<file path="config.mk">
export PLATFORM = sky130hd
export DESIGN_NAME = key_press_reader
export DESIGN_NICKNAME = d
export VERILOG_FILES = /design/src/rtl/key_press_reader.sv
export SDC_FILE = /design/constraint.sdc
export NUM_CORES = 1
export LEC_CHECK = 0
export CAP_MARGIN = 40
export CORE_ASPECT_RATIO = 0.5
export CORE_MARGIN = 8
export CORE_UTILIZATION = 56
export DETAILED_ROUTE_END_ITERATION = 10
export GPL_TIMING_DRIVEN = 0
export PLACE_DENSITY = 0.87
export SYNTH_ARGS = -nofsm -noshare
export SYNTH_HDL_FRONTEND = slang
export SYNTH_SLANG_ARGS = --single-unit
</file>
<file path="constraint.sdc">
create_clock -name clock -period 7.35 [get_ports clock]
set_clock_uncertainty 0.1 [all_clocks]
set_input_delay 1.8375 -clock clock [delete_from_list [all_inputs] [get_ports clock]]
set_output_delay 1.8375 -clock clock [all_outputs]
set_load 0.01 [all_outputs]
</file>
<file path="src/rtl/key_press_reader.sv">
// Debounced push-button reader: press/release strobes, press counter and
// whole-second hold timer with a one-shot long-press strobe.
module key_press_reader #(
  parameter int unsigned DEBOUNCE_CYCLES = 1000000,
  parameter int unsigned SEC_CYCLES      = 50000000,
  parameter int unsigned LONG_SEC        = 3
) (
  input  logic       clock,
  input  logic       reset,
  input  logic       key_n,
  output logic       pressed,
  output logic       press_pulse,
  output logic       release_pulse,
  output logic       long_press,
  output logic [7:0] press_count,
  output logic [7:0] hold_seconds
);

  localparam int unsigned CW = $clog2(DEBOUNCE_CYCLES + 1);
  localparam int unsigned SW = $clog2(SEC_CYCLES + 1);
  localparam logic [CW-1:0] DEB_LAST = CW'(DEBOUNCE_CYCLES - 1);
  localparam logic [SW-1:0] SEC_LAST = SW'(SEC_CYCLES - 1);
  localparam logic [7:0]    LONG_M1  = 8'(LONG_SEC - 1);

  typedef enum logic [1:0] {IDLE, DEB_PRESS, HELD, DEB_RELEASE} state_t;

  state_t        state, state_n;
  logic [CW-1:0] cnt, cnt_n;
  logic [SW-1:0] presc;
  logic          sync1, key_s;
  logic          go_press, go_release;
  logic          hold_run;

  always_ff @(posedge clock) begin
    if (reset) begin
      sync1 <= 1'b1;
      key_s <= 1'b1;
    end else begin
      sync1 <= key_n;
      key_s <= sync1;
    end
  end

  always_ff @(posedge clock) begin
    if (reset) begin
      state <= IDLE;
      cnt   <= '0;
    end else begin
      state <= state_n;
      cnt   <= cnt_n;
    end
  end

  always_comb begin
    state_n    = state;
    cnt_n      = cnt;
    go_press   = 1'b0;
    go_release = 1'b0;
    case (state)
      IDLE:
        if (!key_s) begin
          state_n = DEB_PRESS;
          cnt_n   = '0;
        end
      DEB_PRESS:
        if (key_s) begin
          state_n = IDLE;
        end else if (cnt == DEB_LAST) begin
          state_n  = HELD;
          go_press = 1'b1;
        end else begin
          cnt_n = cnt + CW'(1);
        end
      HELD:
        if (key_s) begin
          state_n = DEB_RELEASE;
          cnt_n   = '0;
        end
      DEB_RELEASE:
        if (!key_s) begin
          state_n = HELD;
        end else if (cnt == DEB_LAST) begin
          state_n    = IDLE;
          go_release = 1'b1;
        end else begin
          cnt_n = cnt + CW'(1);
        end
      default: state_n = IDLE;
    endcase
  end

  assign pressed = (state == HELD) || (state == DEB_RELEASE);

  // The release edge itself does not advance the timer, so a second tick
  // (and long_press) can never land on the same cycle as release_pulse.
  assign hold_run = pressed && !go_release;

  always_ff @(posedge clock) begin
    if (reset) begin
      press_pulse   <= 1'b0;
      release_pulse <= 1'b0;
      long_press    <= 1'b0;
      press_count   <= '0;
      hold_seconds  <= '0;
      presc         <= '0;
    end else begin
      press_pulse   <= go_press;
      release_pulse <= go_release;
      long_press    <= 1'b0;
      if (go_press) begin
        press_count  <= press_count + 8'd1;
        hold_seconds <= '0;
        presc        <= '0;
      end else if (hold_run) begin
        if (presc == SEC_LAST) begin
          presc <= '0;
          if (hold_seconds != 8'hFF) hold_seconds <= hold_seconds + 8'd1;
          long_press <= (hold_seconds == LONG_M1);
        end else begin
          presc <= presc + SW'(1);
        end
      end
    end
  end

endmodule
</file>
# After elaboration in Yosys (flattened, before gate mapping)
# Index checks and enable logic that the tools add are counted.
[totals] register_bits=69 elab_cells=57 input_bits=3 output_inout_bits=20
[classes] n_bitwise=2 n_eq_ne=13 mux=19 reduce_logical=9 n_addsub=4
[ops] operator="20-bit two-way mux" n=5
[ops] operator="20-bit case mux with 4 select lines" n=1
[ops] operator="26-bit by 1-bit adder with 26-bit output, second input constant" n=1
[ops] operator="26-bit equality test, second input constant" n=1
[ops] operator="26-bit two-way mux" n=1
[ops] operator="20-bit by 1-bit adder with 20-bit output, second input constant" n=1
[ops] operator="20-bit equality test, second input constant" n=1
[ops] operator="8-bit by 1-bit adder with 8-bit output, second input constant" n=2
[ops] operator="2-bit two-way mux" n=6
[ops] operator="8-bit by 2-bit equality test with 1-bit output, second input constant" n=1
[ops] operator="2-bit inequality test, second input constant" n=4
[ops] operator="8-bit inequality test, second input constant" n=1
[ops] operator="2-bit case mux with 4 select lines" n=1
[ops] operator="4-bit AND reduction" n=2
[ops] operator="3-bit inequality test, second input constant" n=2
[ops] operator="1-bit two-way mux" n=5
[ops] operator="2-bit equality test, second input constant" n=2
[ops] operator="4-bit OR reduction" n=1
[ops] operator="3-bit AND reduction" n=1
[ops] operator="2-bit by 1-bit equality test with 1-bit output, second input constant" n=1
[ops] operator="2-bit logical NOT" n=1
[ops] operator="1-bit NOT" n=2
[ops] operator="2-bit OR reduction" n=1
[ops] operator="1-bit logical AND" n=1
[ops] operator="other kinds (2)" n=2

# Longest topological paths before layout
[logic_depth] word_depth=8 ltp_mapped=9 mapped_depth_nobuf=6

# Worst setup path after synthesis
# Ideal clock, no wire load.
[synth_path] path_type="in2reg" startpoint="input reset" endpoint="register cnt[10]" arrival_ns=2.739 setup_ns=0.128 setup_slack_ns=4.383 cell_stages=5 n_path_buf=2 path_cell_list="clkbuf_1 > inv_1 > o21ai_1 > clkbuf_1 > nor2_1"
[synth_rtl] item="start: declaration" line="9" text="input logic reset,"
[synth_rtl] item="end signal: assignment" line="50" text="cnt <= cnt_n;"
[synth_rtl] item="end: declaration" line="28" text="logic [CW-1:0] cnt, cnt_n;"

==> load_flow_metrics.sql <==
INSERT INTO impl_metrics (metric_group, metric, value, unit) VALUES
('power_and_ir_drop', 'power.density', '201.5', 'nW/um^2'),
('sta', 'achievable_clock_frequency', '279.1', 'MHz'),
('sta', 'period_share', '0.4874', ''),
('min_path', 'hp-class', 'flop to flop', ''),
('setup_path', 'cp.arrival', '1640', 'ps'),
('yosys', 'synth_ff_type', 'dfxtp_1', ''),
('global_routing', 'globalRouteTotalUtil', '0.1802', ''),
('global_routing', 'busiest_layer', 'met2', ''),
('yosys', 'synthCells', '401', ''),
('clock_network', 'h-tree-depth', '3', ''),
('power_and_ir_drop', 'power_frac_seq', '0.456', ''),
('yosys', 'synth_sequential_area_ratio', '0.3986', ''),
('power_and_ir_drop', 'power.net_switching', '0.0001584', 'W'),
('yosys', 'post_synth_instance_area', '3466', 'sq um'),
('clock_network', 'total_cts_buffers', '9', ''),
('power_and_ir_drop', 'comb_power_share', '0.016', ''),
('status', 'status', 'complete, no violations', ''),
('placed_design', 'dpl.cell_count', '510', ''),
('sta', 'setup-tns-final', '0', 'ps'),
('yosys', 'yosys_register_bits', '69', ''),
('sta', 'report.final.slew_viol_count', '0', ''),
('sta', 'post-route-min-period', '3582', 'ps'),
('sta', 'worst_slew_margin_rel', '0.5721', ''),
('placed_design', 'placement.setup.worst_slack', '3904', 'ps'),
('yosys', 'synth_top_cell_area_share', '0.3986', ''),
('detailed_routing', 'route.vias.total', '3107', ''),
('setup_path', 'timing.critical_path.required', '5410', 'ps'),
('clock_network', 'cts.clk_slew.worst_paths', '50', 'ps'),
('power_and_ir_drop', 'p_int', '0.0006650', 'W'),
('die', 'die_area', '9115', 'sq um'),
('setup_path', 'critPathMaxFanout', '10', ''),
('clock_network', 'cts.root.buffer_cell', 'clkbuf_16', ''),
('clock_network', 'cts_resized', '0', ''),
('final_layout', 'antenna-diode-count', '0', ''),
('final_layout', 'fin_cells', '524', ''),
('sta', 'grt_setup_unrepaired', 'false', ''),
('yosys', 'synth_area_leaders', 'dfxtp_1 40%, nor2_1 5.7%, xor2_1 5.1%, xnor2_1 4.3%, a21oi_1 3.5%', ''),
('final_layout', 'postLayoutCellArea', '4086', 'sq um'),
('power_and_ir_drop', 'clock_power_share', '0.528', ''),
('clock_network', 'worstSkewPairLatency', '330', 'ps'),
('final_layout', 'post_synthesis_to_final_layout_area_growth', '17.91', '%'),
('power_and_ir_drop', 'cellLeakagePower', '1.303', 'nW'),
('detailed_routing', 'routed_wl', '7.842', 'mm'),
('detailed_routing', 'drtPass1Iterations', '5', ''),
('sta', 'hold_viol_final', '0', ''),
('sta', 'final-setup-viol-count', '0', ''),
('clock_network', 'cts_setup_buffers', '0', ''),
('job', 'maxCapViolCount', '0', ''),
('final_layout', 'share_of_final_layout_standard_cells_stronger_than_drive_strength_1', '0.08486', ''),
('sta', 'min_setup_slack_post_route', '3768', 'ps'),
('yosys', 'synth.yosys.warnings', '0', ''),
('yosys', 'yosysUniqueCellTypes', '56', ''),
('yosys', 'net_count_after_synthesis', '409', ''),
('placed_design', 'dp_hpwl', '5.298', 'mm'),
('setup_path', 'worst-setup-path-type', 'flop to output port', ''),
('clock_network', 'max-clock-path-buffers', '2', ''),
('global_routing', 'grt_use_met2', '0.2845', ''),
('global_routing', 'met3_resource_use_gr', '0.05403', ''),
('die', 'start_util', '0.5747', ''),
('global_routing', 'globalRouteMet1Util', '0.2216', ''),
('placed_design', 'placed_area', '3786', 'sq um'),
('global_routing', 'grt.overflow.total', '0', ''),
('clock_network', 'post_cts_hold_buffers', '0', ''),
('die', 'io-pin-count', '23', ''),
('global_routing', 'grt_pass1_vias', '2823', ''),
('setup_path', 'worst_setup_path_start_kind', 'flop', ''),
('detailed_routing', 'detail_route.wl_per_cell', '14.97', 'microns'),
('detailed_routing', 'detailed_route_drc_error_count', '0', ''),
('power_and_ir_drop', 'vdd.ir_drop.worst', '0.1186', 'mV'),
('clock_network', 'tritoncts', 'built', ''),
('final_layout', 'design.final.nets', '441', '');
worst paths after layout:
| kind | startpoint | to | cells past startpoint | slack (ps) |
|---|---|---|---|---|
| min reg2reg | sync1$_SDFF_PP1_ | key_s$_SDFF_PP1_ | 1 | 340 |
| max reg2reg | cnt[0]$_SDFFE_PP0P_ | hold_seconds[1]$_SDFFE_PP0P_ | 8 | 4650 |
| min | sync1$_SDFF_PP1_ | key_s$_SDFF_PP1_ | 1 | 340 |
| max | flop | pressed | 3 | 3770 |
sequential cells by signal (all words and copies together) (netlist names), named ones only:
register / cells
cnt: 20
hold_seconds: 8
key_s: 1
long_press: 1
presc: 26
press_count: 8
press_pulse: 1
release_pulse: 1
state: 1
sync1: 1
worst max-delay path: stages (launching register included):
cell,delay [ps]
dfxtp_1,300
clkbuf_1,350
clkbuf_1,130
clkdlybuf4s50_1,530
area by class of cell:
type | instances | area, sq um
Buffer | 16 | 102.6
Clock buffer | 13 | 270.3
Clock inverter | 1 | 30.03
Fill cell | 452 | 1944
Inverter | 7 | 26.28
Multi-Input combinational cell | 309 | 1956
Sequential cell | 69 | 1381
Tap cell | 88 | 110.1
Timing Repair Buffer | 21 | 210.2
cell usage after synthesis, drive strengths merged, types with 8 or more instances:
| library cell | number |
|---|---|
| o21ai | 24 |
| a21oi | 24 |
| nor2 | 53 |
| clkbuf | 9 |
| nand4 | 11 |
| o2111ai | 8 |
| xnor2 | 17 |
| nand2 | 24 |
| dfxtp | 69 |
| xor2 | 20 |
| nor4 | 12 |
| nor3 | 9 |
| nand3 | 24 |
| or3 | 16 |
per-stage QoR:
stage | total power [W] | hold WS, ps | util
global placement | 0.0003963 | 293.2 | 0.6278
finish | 0.0008234 | 337.0 | 0.6776
global route | 0.0008490 | 337.8 | 0.6776
CTS | 0.0008310 | 328.2 | 0.6776
floorplan | 0.0003924 | 289.5 | -
detailed placement | 0.0003966 | 298.8 | 0.6278
power by group through the flow:
stage               Clock (W)  Sequential [W]  Combinational (W)
floorplan                   0        0.000383         0.00000909
global placement            0        0.000383          0.0000129
detailed placement          0        0.000383          0.0000131
CTS                  0.000442        0.000376          0.0000132
global route         0.000459        0.000375          0.0000145
finish               0.000434        0.000376          0.0000133
cells by family (layout without fill, tap and decap cells):
logic type / Yosys count / count (layout) / synth area share
buffers and inverters: 23 / 58 / 0.03718
flip-flops: 69 / 69 / 0.3986
AND/OR/NAND/NOR: 186 / 186 / 0.2993
AO/OA/AOI/OAI: 80 / 80 / 0.1505
XOR/XNOR: 37 / 37 / 0.09350
adder cells (fa/ha/maj): 5 / 5 / 0.01805
multiplexers: 1 / 1 / 0.002888
layout by cell type (no fill, tap or decap), types with 7 or more instances in the layout:
master and n:
or3_1 16, o2111ai_1 7, clkbuf_1 10, dfxtp_1 69
xnor2_1 17, o21ai_0 19, nor4_1 9, nand4_1 11
clkdlybuf4s50_1 21, nand2_1 23, a21oi_1 24, xor2_1 20
nand3_1 24, clkbuf_16 9, nor2_1 53, inv_1 7
and3_1 7, nor3_1 8
metal layers:
metal,up-vias,routed length [microns],part of all wire
met2,90,3663,0.47
met5,-,0,0
met4,0,114,0.015
met1,1477,3659,0.47
li1,1530,-,-
met3,10,404,0.052
Note: power is estimated with default switching activity, not from simulation.
